<file path="config.mk">
export PLATFORM = sky130hd
export DESIGN_NAME = ifetch_queue
export DESIGN_NICKNAME = d
export VERILOG_FILES = /design/src/rtl/ifetch_queue.sv
export SDC_FILE = /design/constraint.sdc
export NUM_CORES = 1
export LEC_CHECK = 0
export ABC_AREA = 0
export CORE_ASPECT_RATIO = 0.5
export CORE_UTILIZATION = 35
export CTS_BUF_LIST = sky130_fd_sc_hd__clkbuf_16
export CTS_CLUSTER_SIZE = 8
export DETAILED_ROUTE_END_ITERATION = 10
export SETUP_SLACK_MARGIN = 0.3
export SLEW_MARGIN = 0
export SYNTH_ARGS = -nofsm -noshare
export SYNTH_HDL_FRONTEND = slang
export SYNTH_SLANG_ARGS = --single-unit
</file>
<file path="constraint.sdc">
create_clock -name clk -period 20.7 [get_ports clk]
set_input_delay 4.14 -clock clk [delete_from_list [all_inputs] [get_ports clk]]
set_output_delay 4.14 -clock clk [all_outputs]
set_load 0.02 [all_outputs]
</file>
<file path="src/rtl/ifetch_queue.sv">
//------------------------------------------------------------------------------
// Module   : ifetch_queue
// Purpose  : Sequential instruction prefetcher with a small FIFO toward decode.
//            Optional macro IFQ_BYPASS_EN adds a same-cycle memory-to-decode path.
// Revision : 1.0 - initial release
//------------------------------------------------------------------------------
`default_nettype none

module ifetch_queue #(
  parameter int               DEPTH    = 4,
  parameter int               ADR_W    = 32,
  parameter int               DATA_W   = 32,
  parameter logic [ADR_W-1:0] RESET_PC = '0
) (
  input  logic              clk,
  input  logic              rst,
  output logic              mem_req,
  output logic [ADR_W-1:0]  mem_adr,
  input  logic              mem_ack,
  input  logic [DATA_W-1:0] mem_data,
  input  logic              mem_err,
  output logic              instr_valid,
  input  logic              instr_ready,
  output logic [DATA_W-1:0] instr_data,
  output logic [ADR_W-1:0]  instr_adr,
  input  logic              redirect_valid,
  input  logic [ADR_W-1:0]  redirect_adr,
  output logic              fetch_fault
);

  localparam int c_AW = $clog2(DEPTH);

  localparam logic [2:0] c_ST_IDLE    = 3'd0;
  localparam logic [2:0] c_ST_REQ     = 3'd1;
  localparam logic [2:0] c_ST_DISCARD = 3'd2;
  localparam logic [2:0] c_ST_HOLD    = 3'd3;
  localparam logic [2:0] c_ST_FAULT   = 3'd4;

  localparam logic [c_AW:0]    c_CNT_ONE = (c_AW+1)'(1);
  localparam logic [c_AW:0]    c_FULL    = (c_AW+1)'(DEPTH);
  localparam logic [c_AW-1:0]  c_PTR_ONE = c_AW'(1);
  localparam logic [ADR_W-1:0] c_PC_STEP = ADR_W'(4);

  logic [2:0]        r_state;
  logic [2:0]        w_state_nxt;
  logic              r_gap;
  logic              w_gap_nxt;
  logic [ADR_W-1:0]  r_fetch_pc;
  logic [ADR_W-1:0]  r_disc_adr;
  logic              r_fault;

  logic [c_AW-1:0]   r_wptr;
  logic [c_AW-1:0]   r_rptr;
  logic [c_AW:0]     r_count;
  logic [c_AW:0]     w_count_nxt;
  logic [ADR_W-1:0]  r_adr_mem  [DEPTH];
  logic [DATA_W-1:0] r_data_mem [DEPTH];

  logic              w_mem_req;
  logic              w_ack_any;
  logic              w_ack_ok;
  logic              w_fifo_empty;
  logic              w_push;
  logic              w_pop;
  logic              w_bypass_take;
  logic [ADR_W-1:0]  w_redir_pc;
  logic              w_unused;

  assign w_unused   = &{1'b0, redirect_adr[1:0]};
  assign w_redir_pc = {redirect_adr[ADR_W-1:2], 2'b00};

  // r_gap forces the one idle cycle between back-to-back requests
  assign w_mem_req    = ((r_state == c_ST_REQ) && !r_gap) || (r_state == c_ST_DISCARD);
  assign w_ack_any    = (r_state == c_ST_REQ) && w_mem_req && mem_ack;
  assign w_ack_ok     = w_ack_any && !mem_err && !redirect_valid;
  assign w_fifo_empty = (r_count == '0);

`ifdef IFQ_BYPASS_EN
  logic w_byp_valid;
  assign w_byp_valid   = w_ack_ok && w_fifo_empty;
  assign w_bypass_take = w_byp_valid && instr_ready;
  assign instr_valid   = !w_fifo_empty || w_byp_valid;
  assign instr_data    = w_byp_valid ? mem_data   : r_data_mem[r_rptr];
  assign instr_adr     = w_byp_valid ? r_fetch_pc : r_adr_mem[r_rptr];
`else
  assign w_bypass_take = 1'b0;
  assign instr_valid   = !w_fifo_empty;
  assign instr_data    = r_data_mem[r_rptr];
  assign instr_adr     = r_adr_mem[r_rptr];
`endif

  assign w_push = w_ack_ok && !w_bypass_take;
  assign w_pop  = !w_fifo_empty && instr_ready && !redirect_valid;

  assign mem_req     = w_mem_req;
  assign mem_adr     = (r_state == c_ST_DISCARD) ? r_disc_adr : r_fetch_pc;
  assign fetch_fault = r_fault;

  always_comb begin
    w_count_nxt = r_count;
    if (redirect_valid) begin
      w_count_nxt = '0;
    end else if (w_push && !w_pop) begin
      w_count_nxt = r_count + c_CNT_ONE;
    end else if (!w_push && w_pop) begin
      w_count_nxt = r_count - c_CNT_ONE;
    end
  end

  always_comb begin
    w_state_nxt = r_state;
    w_gap_nxt   = 1'b0;
    case (r_state)
      c_ST_IDLE: begin
        w_state_nxt = c_ST_REQ;
      end
      c_ST_REQ: begin
        if (redirect_valid) begin
          if (w_mem_req && !mem_ack) begin
            w_state_nxt = c_ST_DISCARD;
          end else begin
            w_state_nxt = c_ST_REQ;
            w_gap_nxt   = w_mem_req && mem_ack;
          end
        end else if (w_mem_req && mem_ack) begin
          if (mem_err) begin
            w_state_nxt = c_ST_FAULT;
          end else if (w_count_nxt < c_FULL) begin
            w_state_nxt = c_ST_REQ;
            w_gap_nxt   = 1'b1;
          end else begin
            w_state_nxt = c_ST_HOLD;
          end
        end
      end
      c_ST_DISCARD: begin
        // the stale response closes the old handshake; fetch restarts at fetch_pc
        if (mem_ack) begin
          w_state_nxt = c_ST_REQ;
          w_gap_nxt   = 1'b1;
        end
      end
      c_ST_HOLD: begin
        if (redirect_valid || w_pop) begin
          w_state_nxt = c_ST_REQ;
        end
      end
      c_ST_FAULT: begin
        if (redirect_valid) begin
          w_state_nxt = c_ST_REQ;
        end
      end
      default: begin
        w_state_nxt = c_ST_IDLE;
      end
    endcase
  end

  always_ff @(posedge clk or posedge rst) begin
    if (rst) begin
      r_state    <= c_ST_IDLE;
      r_gap      <= 1'b0;
      r_fetch_pc <= RESET_PC;
      r_disc_adr <= RESET_PC;
      r_fault    <= 1'b0;
    end else begin
      r_state <= w_state_nxt;
      r_gap   <= w_gap_nxt;
      if (redirect_valid) begin
        r_fetch_pc <= w_redir_pc;
      end else if (w_ack_any && !mem_err) begin
        r_fetch_pc <= r_fetch_pc + c_PC_STEP;
      end
      if (redirect_valid && (r_state == c_ST_REQ) && w_mem_req && !mem_ack) begin
        r_disc_adr <= r_fetch_pc;
      end
      if (redirect_valid) begin
        r_fault <= 1'b0;
      end else if (w_ack_any && mem_err) begin
        r_fault <= 1'b1;
      end
    end
  end

  always_ff @(posedge clk or posedge rst) begin
    if (rst) begin
      r_wptr  <= '0;
      r_rptr  <= '0;
      r_count <= '0;
      for (int i = 0; i < DEPTH; i++) begin
        r_adr_mem[i]  <= '0;
        r_data_mem[i] <= '0;
      end
    end else begin
      r_count <= w_count_nxt;
      if (redirect_valid) begin
        r_wptr <= '0;
        r_rptr <= '0;
      end else begin
        if (w_push) begin
          r_adr_mem[r_wptr]  <= r_fetch_pc;
          r_data_mem[r_wptr] <= mem_data;
          r_wptr             <= r_wptr + c_PTR_ONE;
        end
        if (w_pop) begin
          r_rptr <= r_rptr + c_PTR_ONE;
        end
      end
    end
  end

endmodule

`default_nettype wire
</file>
## After elaboration in Yosys (flattened, before gate mapping)

Index checks and enable logic that the tools add are counted.

- Add/subtract/negate cells: 5
- $lt $le $gt $ge: 4
- Eq/ne operators: 8
- Mux-type cells: 38
- Bitwise gates (word level): 3
- Reductions and logical operators: 33

Operator list:

| cell | number |
|---|---|
| bitwise mux 128 bit | 2 |
| two-way mux 32 bit | 8 |
| binary-select mux 32 bit (select 2 bit) | 2 |
| demux 32 bit (select 2 bit) | 1 |
| adder 32 x 3 -> 32 bit (second input constant) | 1 |
| two-way mux 3 bit | 9 |
| logical AND 1 bit | 16 |
| one-hot mux 3 bit (5 select lines) | 1 |
| two-way mux 2 bit | 6 |
| two-way mux 1 bit | 8 |
| nonzero test 2 bit | 4 |
| zero test 1 bit | 7 |
| == test 3 x 2 -> 1 bit (second input constant) | 2 |
| >= comparator 3 bit (second input constant) | 2 |
| zero test 3 bit | 2 |
| != test 2 bit (second input constant) | 3 |
| NOT 2 -> 3 bit | 2 |
| adder 2 x 1 -> 2 bit (second input constant) | 2 |
| AND reduction 4 bit | 1 |
| adder 3 x 1 -> 3 bit (second input constant) | 1 |
| == test 3 x 1 -> 1 bit (second input constant) | 1 |
| == test 3 bit (second input constant) | 1 |
| less-than comparator 3 x 1 -> 1 bit (second input constant) | 1 |
| less-than comparator 3 bit (second input constant) | 1 |
| 6 further kinds | 7 |

- Register bits after elaboration: 332
- Bits of input ports: 70
- Output and inout port bits: 99
- Word-level logic and storage cells: 107

## Depth between registers and ports, before layout

Gate-level depths: netlist (run 1).

- Word-level depth: 18
- Mapped depth: 8
- Gate-level depth less buffers: 7

## Least setup slack after synthesis (run 1)

OpenSTA, ideal clock, no wires.

- Path type: register to output
- From: register r_state[0]
- To: output port mem_adr[23]
- Data arrival time: 1.773 ns
- Data required time: 16.560 ns
- Path slack: 14.787 ns
- Cell stages (with the launch flop): 7
- Buffers on the path: 3
- Cells stage by stage: dfrtp_1 > clkbuf_2 > nor2b_1 > nor2b_1 > clkbuf_1 > clkbuf_1 > mux2_2

- Longest elaborated chain between the ends: 2

RTL lines:

| what | RTL line | text |
|---|---|---|
| start: declaration | 44 | `logic [2:0] r_state;` |
| start signal: assignment | 161 | `r_state <= c_ST_IDLE;` |
| start signal: assignment | 167 | `r_state <= w_state_nxt;` |
| == test 3 x 2 -> 1 bit | 96 | `assign mem_adr = (r_state == c_ST_DISCARD) ? r_disc_adr : r_fetch_pc;` |
| two-way mux 32 bit | 96 |  |
| end: declaration | 18 | `output logic [ADR_W-1:0] mem_adr,` |

No other way between the ends.

## Worst setup path in the final report (run 1)

- From: register r_state[1]
- To: output port mem_adr[15]

The elaborated chain is that of the path after synthesis.

==> metrics.md, run 1 <==
| Metric | Value |
|---|---|
| Die Ht | `149 µm` |
| GRT met1 Usage | `0.208` |
| Worst Skew | `24.9 ps` |
| Yosys cell types | `49` |
| EDFF count, synth | `0` |
| Crit-path leading delay family | `simple AND/OR/NAND/NOR gates` |
| Clock buffer depth | `3` |
| CTS resizes | `0` |
| Async SR Flop Fraction | `1.00` |
| Vias in the first global route | `9812` |
| Dominant synthesized flop cell | `dfrtp_1` |
| Maximum vdd ir drop | `54.9 µV` |
| Register area share after synthesis | `0.532` |
| Grt met3 use | `0.0290` |
| Reg2reg start | `r_state[2]$_DFFE_PP0P_` |
| Post-Synthesis Cells | `1007` |
| Slowest cell on crit path | `nor2b_4` |
| Final period utilization | `0.370` |
| # hold bufs at CTS | `0` |
| Initial DRC Count | `417` |
| First-pass GRT wire length | `56700 µm` |
| Crit-path cells | `nor2b_1 > nor2b_4 > mux2_2 > clkdlybuf4s50_1` |
| Hold slack | `485 ps` |
| Initial antenna violation count | `0` |
| Crit path max fanout | `32` |
| Initial Util | `0.357` |
| Leakage | `8.10 nW` |
| Clock transition at path regs | `50 ps` |
| Worst Path Buf+Inv | `1` |
| Fin crit period | `7650 ps` |
| Status | `completed` |
| Layer with the highest usage | `met2` |
| CTS tree | `done` |
| Average size of a mapped cell | `14.9 µm²` |
| Type of the worst min-delay path | `register to register` |
| Final hold violation count | `0` |
| Number of H-tree levels | `2` |
| Largest net degree at the start of global routing | `163` |
| Setup bufs post-CTS | `0` |
| Synth Register Bits | `320` |
| Worst setup path startpoint | `r_state[1]$_DFFE_PP0P_` |
| Number of diodes | `0` |
| TNS Setup | `0 ps` |
| Pre-CTS WS | `13580 ps` |
| Synth area leader | `dfrtp_1` |
| IO Count | `169` |
| Post-route antenna net violation count | `0` |
| Largest cells by area after synthesis | `dfrtp_1, mux2_2, mux4_2` |
| Ys Warns | `0` |
| GP Congestion | `0.728` |
| Slew @ Worst Pin | `1170 ps` |
| CTS Buf Count | `45` |
| Setup CP Type | `register to primary output` |
| GR Util met2 | `0.296` |
| Remaining DRCs | `0` |
| Number of max-cap violations | `0` |
| PwrDens | `131 mW/mm²` |
| Global route total overflow | `0` |
| Final slew viol count | `0` |
| Top cell type's share of synthesized area | `0.532` |
| Max_slew headroom | `0.220` |
| Row cnt | `53` |
| Layout cells sized above 1 | `0.324` |
| Critical path endpoint category | `primary output` |
| RSZ-0062 raised after global routing | `no` |
| Core area | `0.0422 mm²` |
| Area growth syn-to-layout | `20.2%` |
| Via count | `8755` |
| Total Wirelength | `35400 µm` |
| Critical Path RT | `16560 ps` |
| Die area | `0.0438 mm²` |
| Nets | `1217` |
| Post-route setup slack | `13050 ps` |
| # clock sinks | `320` |
| Setup violations, final | `0` |
| Post-Syn Area | `0.0150 mm²` |
| Total GRT Usage | `0.167` |
| Die X | `295 µm` |
| Vias per cell | `5.10` |
| Dpl hpwl | `21000 µm` |
| Startpoint type of the worst setup path | `register` |
| IO Port Bufs | `162` |
| DR pass1 iterations | `4` |
| Maximum clock rate | `131 MHz` |
| Root Buffer | `clkbuf_16` |
| Worst-Skew Late Latency | `540 ps` |
| Worst path max stage delay | `990 ps` |
| Worst EP arrival | `3510 ps` |
| WL/cell | `20.6 µm` |
| Hold Startpoint | `r_adr_mem[103]$_DFFE_PP0P_` |
==> metal layers <==
metal	part of all wire	wire length, µm
met3	0.035	1240
met2	0.52	18600
met4	0.023	814
met1	0.42	14800
met5	0	0
==> synth_stat cells, types with 9 or more instances <==
cell type,number
buf_2,11
buf_6,25
clkbuf_1,39
dfrtp_1,320
inv_1,9
mux2_1,64
mux2_2,209
mux2_4,33
mux4_2,62
nand2_1,42
nand3_1,9
nand4_1,12
nor2_1,14
o21ai_0,32
xnor2_1,19
xor2_1,17
==> metrics by stage <==
step | power, mW | utilization | std cells | cell area, µm²
2_1_floorplan | 1.43 | - | 1010 | 15000
3_3_place_gp | 1.73 | 0.401 | 1669 | 16900
3_5_place_dp | 1.76 | 0.401 | 1669 | 16900
4_1_cts | 2.41 | 0.429 | 1718 | 18100
5_1_grt | 2.50 | 0.429 | 1718 | 18100
6_report | 2.37 | 0.429 | 1718 | 18100
==> final cells by class <==
cell class / count / area (µm²)
clock buffer: 45 / 1130
clock inverter: 4 / 25.0
fill: 3786 / 24100
inverter: 9 / 41.3
multi-input combinational: 596 / 6480
sequential: 320 / 8020
tap: 577 / 722
timing repair buffer: 167 / 1670
==> state kept, by name (all words and copies together), names as in the netlist <==
name / count
r_disc_adr: 30
r_adr_mem: 120
r_fetch_pc: 30
r_state: 3
r_wptr: 2
r_rptr: 2
r_data_mem: 128
fetch_fault: 1
r_gap: 1
r_count: 3
==> where the power goes <==
part,internal [mW],switching (mW)
Clock,0.380,0.255
Sequential,0.789,0.124
Combinational,0.465,0.361
Total,1.63,0.741
==> layout by cell type (no fill, tap or decap), drive strengths merged, types with 9 or more instances in the layout <==
master         netlist  final
xnor2               19     19
dfrtp              320    320
mux4                62     62
o21ai               33     33
nand3                9      9
nand2               47     47
nor2                15     15
mux2               306    306
clkbuf              40     45
nand4               12     12
inv                  9     13
xor2                17     17
clkdlybuf4s50        0    161
==> path summary, 6_finish.rpt <==
| check | cells after the start | endpoint | slack [ps] |
|---|---|---|---|
| max in group asynchronous | 3 | r_rptr[1]$_DFFE_PP0P_ | 14980 |
| min in group asynchronous | 2 | r_data_mem[123]$_DFFE_PP0P_ | 4290 |
| max | 4 | mem_adr[15] | 13050 |
| min reg2reg | 1 | r_adr_mem[103]$_DFFE_PP0P_ | 490 |
| min | 1 | r_adr_mem[103]$_DFFE_PP0P_ | 490 |
| max reg2reg | 5 | r_data_mem[1]$_DFFE_PP0P_ | 17980 |
==> logic make-up (layout without fill, tap and decap cells) <==
logic type               count (synthesis)  in the layout  share of synthesized area
XOR/XNOR                                36             36                     0.0210
AO/OA/AOI/OAI                           54             54                     0.0205
adder cells (fa/ha/maj)                  9              9                    0.00732
other                                    1              4                   0.000249
AND/OR/NAND/NOR                        122            122                     0.0481
flip-flops                             320            320                      0.532
buffers and inverters                   94            225                     0.0382
multiplexers                           371            371                      0.332
Power figures use the tool's default switching activity.
==> run 2: changes to the inputs <==
clock period = 6.2 ns   (was 20.7 ns; I/O delays follow)
==> metrics.md, run 2 (same netlist as run 1, synthesis figures left out) <==
| Metric | Value |
|---|---|
| Largest registers | `r_data_mem x128, r_adr_mem x120 (unchanged)` |
| GP Congestion | `0.740 (was 0.728)` |
| Critical path endpoint category | `primary output (unchanged)` |
| PwrDens | `439 mW/mm² (was 131 mW/mm²)` |
| Commonest non-fill, non-tap cells in the layout | `dfrtp_1, mux2_2, clkdlybuf4s50_1 (unchanged)` |
| Seq pwr share | `0.385 (was 0.384)` |
| DR pass1 iterations | `5 (was 4)` |
| Hold Startpoint | `r_adr_mem[59]$_DFFE_PP0P_ (was r_adr_mem[103]$_DFFE_PP0P_)` |
| Fin crit period | `4730 ps` |
| Final hold violation count | `0 (unchanged)` |
| Root Buffer | `clkbuf_16 (unchanged)` |
| # clock sinks | `320 (unchanged)` |
| Clock buffer depth | `3 (unchanged)` |
| Die area | `0.0438 mm² (unchanged)` |
| Max_slew headroom | `0.213 (was 0.220)` |
| Initial Util | `0.357 (unchanged)` |
| CTS tree | `done (unchanged)` |
| Worst-case reg-to-reg path depth | `5 (unchanged)` |
| Setup bufs post-CTS | `0 (unchanged)` |
| WL/cell | `20.5 µm (was 20.6 µm)` |
| Worst-Skew Late Latency | `530 ps (was 540 ps)` |
| Initial DRC Count | `465 (was 417)` |
| Min-Delay Endpoint | `r_adr_mem[59]$_DFFE_PP0P_ (was r_adr_mem[103]$_DFFE_PP0P_)` |
| # hold bufs at CTS | `0 (unchanged)` |
| Fill count | `3788 (was 3786)` |
| Total GRT Usage | `0.165 (was 0.167)` |
| Layout cells sized above 1 | `0.327 (was 0.324)` |
| Status | `completed (unchanged)` |
| CTS resizes | `0 (unchanged)` |
| Worst Skew | `18.1 ps (was 24.9 ps)` |
| Clock share of power | `0.272 (was 0.268)` |
| Type of the worst min-delay path | `register to register (unchanged)` |
| Slew @ Worst Pin | `1180 ps (was 1170 ps)` |
| CTS Buf Count | `45 (unchanged)` |
| Psw | `2.46 mW (was 0.741 mW)` |
| Largest reg by FF count | `r_data_mem (unchanged)` |
| R2R setup slack | `3520 ps (was 17980 ps)` |
| Global route total overflow | `0 (unchanged)` |
| Via count | `8685 (was 8755)` |
| Core area | `0.0422 mm² (unchanged)` |
| Post-route antenna net violation count | `0 (unchanged)` |
| Worst EP arrival | `3490 ps (was 3510 ps)` |
| Crit path max fanout | `32 (unchanged)` |
| Clock transition at path regs | `50 ps (about the same)` |
| Area of the multi-input gates | `0.00648 mm² (unchanged)` |
| Hold depth | `1 (unchanged)` |
| Nets | `1220 (was 1217)` |
| Critical Path RT | `4960 ps (was 16560 ps)` |
| RSZ-0062 raised after global routing | `no (unchanged)` |
| Dpl hpwl | `21100 µm (was 21000 µm)` |
| Vias in the first global route | `9755 (was 9812)` |
| Sw Share | `0.308 (was 0.312)` |
| Number of H-tree levels | `2 (unchanged)` |
| Row cnt | `53 (unchanged)` |
| Final slew viol count | `0 (unchanged)` |
| Startpoint type of the worst setup path | `register (unchanged)` |
| IO Count | `169 (unchanged)` |
| Die Ht | `149 µm (unchanged)` |
| Final period utilization | `0.763` |
| First-pass GRT wire length | `56300 µm (was 56700 µm)` |
| Area growth syn-to-layout | `20.6% (was 20.2%)` |
| Number of max-cap violations | `0 (unchanged)` |
| Largest net degree at the start of global routing | `165 (was 163)` |
| Setup violations, final | `0 (unchanged)` |
| Vias per cell | `5.04 (was 5.10)` |
| Setup CP Type | `register to primary output (unchanged)` |
| Total Wirelength | `35300 µm (was 35400 µm)` |
| Reg2reg start | `r_state[2]$_DFFE_PP0P_ (unchanged)` |
| Remaining DRCs | `0 (unchanged)` |
| Maximum clock rate | `211 MHz` |
| Sequential Area | `0.00802 mm² (unchanged)` |
| TNS Setup | `0 ps (unchanged)` |
| Int Power | `5.51 mW (was 1.63 mW)` |
| Leakage | `8.13 nW (was 8.10 nW)` |
| Maximum vdd ir drop | `216 µV (was 54.9 µV)` |
| IO Port Bufs | `162 (unchanged)` |
| Die X | `295 µm (unchanged)` |
| R2r endpoint | `r_adr_mem[40]$_DFFE_PP0P_ (was r_data_mem[1]$_DFFE_PP0P_)` |
| Most common cell after layout, fill and taps aside | `dfrtp_1 (unchanged)` |
| Pwr Total | `7.97 mW (was 2.37 mW)` |
| Max reg flops | `128 (unchanged)` |
| Gate power share | `0.343 (was 0.348)` |
| Number of diodes | `0 (unchanged)` |
| Initial antenna violation count | `1 (was 0)` |
-- run 2: through the flow --
stage          instances  hold slack [ps]  utilization  area (µm²)  setup WS (ps)
2_1_floorplan       1010              459            -       15100            693
3_3_place_gp        1672              468        0.402       16900           2060
3_5_place_dp        1672              478        0.402       16900           2040
4_1_cts             1722              490        0.430       18100           1440
5_1_grt             1722              503        0.430       18100           1250
6_report            1722              484        0.430       18100           1470
-- run 2: how the worst max path moves through the flow --
stage / start / end / slack [ps] / depth (start not counted)
finish: r_state[1]$_DFFE_PP0P_ / mem_adr[16] / 1470 / 4
global route: r_state[1]$_DFFE_PP0P_ / mem_adr[16] / 1250 / 4
CTS: r_state[1]$_DFFE_PP0P_ / mem_adr[16] / 1440 / 4
detailed placement: r_state[1]$_DFFE_PP0P_ / mem_adr[23] / 2040 / 4
global placement: r_state[1]$_DFFE_PP0P_ / mem_adr[17] / 2060 / 4
floorplan: rst / fetch_fault$_DFFE_PP0P_ / 690 / 1
-- run 2: layout make-up --
cell class	count	area share
Multi-Input combinational cell	596	0.357
Clock buffer	47	0.0649
Inverter	9	0.00207
Tap cell	577	0.0398
Timing Repair Buffer	170	0.0931
Clock inverter	3	0.000897
Sequential cell	320	0.442
-- run 2: critical path, stage by stage (launching register included) --
cell and delay (ps):
dfrtp_1 570, nor2b_1 370, nor2b_4 990, mux2_2 430
clkdlybuf4s50_1 560
-- run 2: routing by layer --
layer / global-route usage / wire (µm) / up-vias
li1: - / - / 3904
met1: 0.212 / 15400 / 4601
met2: 0.292 / 18100 / 129
met3: 0.0296 / 1300 / 51
met4: 0.0365 / 533 / 0
met5: 0 / 0 / -
-- run 2: power by group through the flow --
stage	registers [mW]	logic, mW	clock network [mW]
4_1_cts	3.07	2.79	2.23
6_report	3.07	2.73	2.16
3_3_place_gp	3.05	2.73	0
3_5_place_dp	3.10	2.78	0
5_1_grt	3.15	2.91	2.32
2_1_floorplan	2.85	1.92	0
==> run 3: changes to the inputs <==
clock period = 4.8 ns   (was 6.2 ns; I/O delays follow)
==> metrics.md, run 3 (same netlist as run 1, synthesis figures left out) <==
| Metric | Value |
|---|---|
| Status | `completed (unchanged)` |
| Initial antenna violation count | `2 (was 1)` |
| IO Port Bufs | `162 (unchanged)` |
| IO Count | `169 (unchanged)` |
| Final cell count without fillers | `1724 (was 1722)` |
| Number of H-tree levels | `2 (unchanged)` |
| Commonest non-fill, non-tap cells in the layout | `dfrtp_1, mux2_2, clkdlybuf4s50_1 (unchanged)` |
| Post-route setup slack | `565 ps (was 1470 ps)` |
| Dpl hpwl | `21400 µm (was 21100 µm)` |
| R2r endpoint | `r_adr_mem[21]$_DFFE_PP0P_ (was r_adr_mem[40]$_DFFE_PP0P_)` |
| RSZ-0062 raised after global routing | `no (unchanged)` |
| Setup CP Type | `register to primary output (unchanged)` |
| CTS tree | `done (unchanged)` |
| Max reg flops | `128 (unchanged)` |
| Core area | `0.0422 mm² (unchanged)` |
| Worst-case reg-to-reg path depth | `5 (unchanged)` |
| Layout cells sized above 1 | `0.328 (was 0.327)` |
| Number of max-cap violations | `0 (unchanged)` |
| Critical Path RT | `3840 ps (was 4960 ps)` |
| Setup violations, final | `0 (unchanged)` |
| Crit path max fanout | `19 (was 32)` |
| Worst Skew | `14.9 ps (was 18.1 ps)` |
| Startpoint type of the worst setup path | `register (unchanged)` |
| Final slew viol count | `0 (unchanged)` |
| GP Congestion | `0.745 (was 0.740)` |
| Maximum vdd ir drop | `271 µV (was 216 µV)` |
| Critical Path End | `mem_adr[15] (was mem_adr[16])` |
| Total GRT Usage | `0.167 (was 0.165)` |
| Max_slew headroom | `0.227 (was 0.213)` |
| PwrDens | `567 mW/mm² (was 439 mW/mm²)` |
| Core Util, Final | `0.431 (was 0.430)` |
| WL/cell | `20.6 µm (was 20.5 µm)` |
| Die area | `0.0438 mm² (unchanged)` |
| Via count | `8714 (was 8685)` |
| # clock sinks | `320 (unchanged)` |
| Critical path endpoint category | `primary output (unchanged)` |
| Worst path max stage delay | `580 ps (was 990 ps)` |
| CTS Buf Count | `45 (unchanged)` |
| Fin crit period | `4240 ps` |
| Slowest cell on crit path | `dfrtp_1 (was nor2b_4)` |
| Remaining DRCs | `0 (unchanged)` |
| Vias per cell | `5.05 (was 5.04)` |
| Clock buffer depth | `3 (unchanged)` |
| TNS Setup | `0 ps (unchanged)` |
| Maximum clock rate | `236 MHz` |
| Root Buffer | `clkbuf_16 (unchanged)` |
| Nets | `1221 (was 1220)` |
| Die Ht | `149 µm (unchanged)` |
| First-pass GRT wire length | `56600 µm (was 56300 µm)` |
| Worst setup path startpoint | `r_state[1]$_DFFE_PP0P_ (unchanged)` |
| Initial DRC Count | `606 (was 465)` |
| Global route total overflow | `0 (unchanged)` |
| Largest net degree at the start of global routing | `205 (was 165)` |
| Post-route antenna net violation count | `0 (unchanged)` |
| Crit-path leading delay family | `simple AND/OR/NAND/NOR gates (unchanged)` |
| Total Wirelength | `35500 µm (was 35300 µm)` |
| Most common cell after layout, fill and taps aside | `dfrtp_1 (unchanged)` |
| CTS resizes | `0 (unchanged)` |
| Final hold violation count | `0 (unchanged)` |
| Leakage | `8.14 nW (was 8.13 nW)` |
| # hold bufs at CTS | `0 (unchanged)` |
| Initial Util | `0.357 (unchanged)` |
| Clock transition at path regs | `50 ps (about the same)` |
| Hold slack | `486 ps (was 484 ps)` |
| Area growth syn-to-layout | `20.9% (was 20.6%)` |
| R2R setup slack | `2160 ps (was 3520 ps)` |
| Final period utilization | `0.882` |
| Die X | `295 µm (unchanged)` |
| Reg2reg start | `r_state[2]$_DFFE_PP0P_ (unchanged)` |
| Largest reg by FF count | `r_data_mem (unchanged)` |
| Largest registers | `r_data_mem x128, r_adr_mem x120 (unchanged)` |
| Vias in the first global route | `9640 (was 9755)` |
| Worst EP arrival | `3280 ps (was 3490 ps)` |
| Pre-CTS WS | `1120 ps (was 2040 ps)` |
| Post-placement cell count | `1673 (was 1672)` |
| Worst-Skew Late Latency | `530 ps (about the same)` |
| DR pass1 iterations | `4 (was 5)` |
| Stages on the worst setup path | `5 (was 4)` |
| Setup bufs post-CTS | `0 (unchanged)` |
| Worst Path Buf+Inv | `2 (was 1)` |
| Slew @ Worst Pin | `1160 ps (was 1180 ps)` |
| Type of the worst min-delay path | `register to register (unchanged)` |
| Row cnt | `53 (unchanged)` |
| Crit-path cells | `nor2b_1 > nor2b_4 > buf_12 > mux2_2 > clkdlybuf4s50_1 (was nor2b_1 > nor2b_4 > mux2_2 > clkdlybuf4s50_1)` |
==> run 3: changes by cell type in the layout (fill, tap and decap cells not counted) <==
cell and delta:
buf_12 +3, buf_4 -2, diode_2 +2, inv_1 -1
==> run 3: layout make-up <==
| cell class | count | area [µm²] |
|---|---|---|
| repair buffers | 171 | 1730 |
| clock buffers | 47 | 1180 |
| fillers | 3796 | 24000 |
| inverters | 9 | 37.5 |
| flip-flops and latches | 320 | 8020 |
| diodes | 2 | 5.00 |
| multi-input cells | 596 | 6480 |
| well taps | 577 | 722 |
| clock inverters | 2 | 12.5 |
==> run 3: how the worst min path moves through the flow <==
stage | cells after the start | to | slack (ps) | from
5_1_grt | 1 | r_adr_mem[55]$_DFFE_PP0P_ | 490 | r_adr_mem[55]$_DFFE_PP0P_
6_report | 1 | r_adr_mem[36]$_DFFE_PP0P_ | 490 | r_adr_mem[36]$_DFFE_PP0P_
3_5_place_dp | 1 | r_adr_mem[55]$_DFFE_PP0P_ | 480 | r_adr_mem[55]$_DFFE_PP0P_
3_3_place_gp | 1 | r_data_mem[58]$_DFFE_PP0P_ | 470 | r_data_mem[58]$_DFFE_PP0P_
2_1_floorplan | 1 | r_adr_mem[34]$_DFFE_PP0P_ | 460 | r_adr_mem[34]$_DFFE_PP0P_
4_1_cts | 1 | r_adr_mem[40]$_DFFE_PP0P_ | 490 | r_adr_mem[40]$_DFFE_PP0P_
==> run 3: stage by stage <==
stage,instance area [µm²],total power [mW]
final,18200,10.3
after detailed placement,17000,7.62
after CTS,18200,10.5
after floorplan,15100,6.16
after global placement,17000,7.47
after global routing,18200,10.9
==> run 3: metal layers <==
layer | vias up | track usage | part of all wire
li1 | 3915 | - | -
met2 | 132 | 0.292 | 0.52
met1 | 4624 | 0.218 | 0.44
met4 | 0 | 0.0386 | 0.013
met5 | - | 0 | 0
met3 | 43 | 0.0264 | 0.032
==> run 3: report_power, final <==
part           internal [mW]  switching [mW]
Clock                   1.70            1.09
Combinational           2.03            1.55
Sequential              3.40           0.531
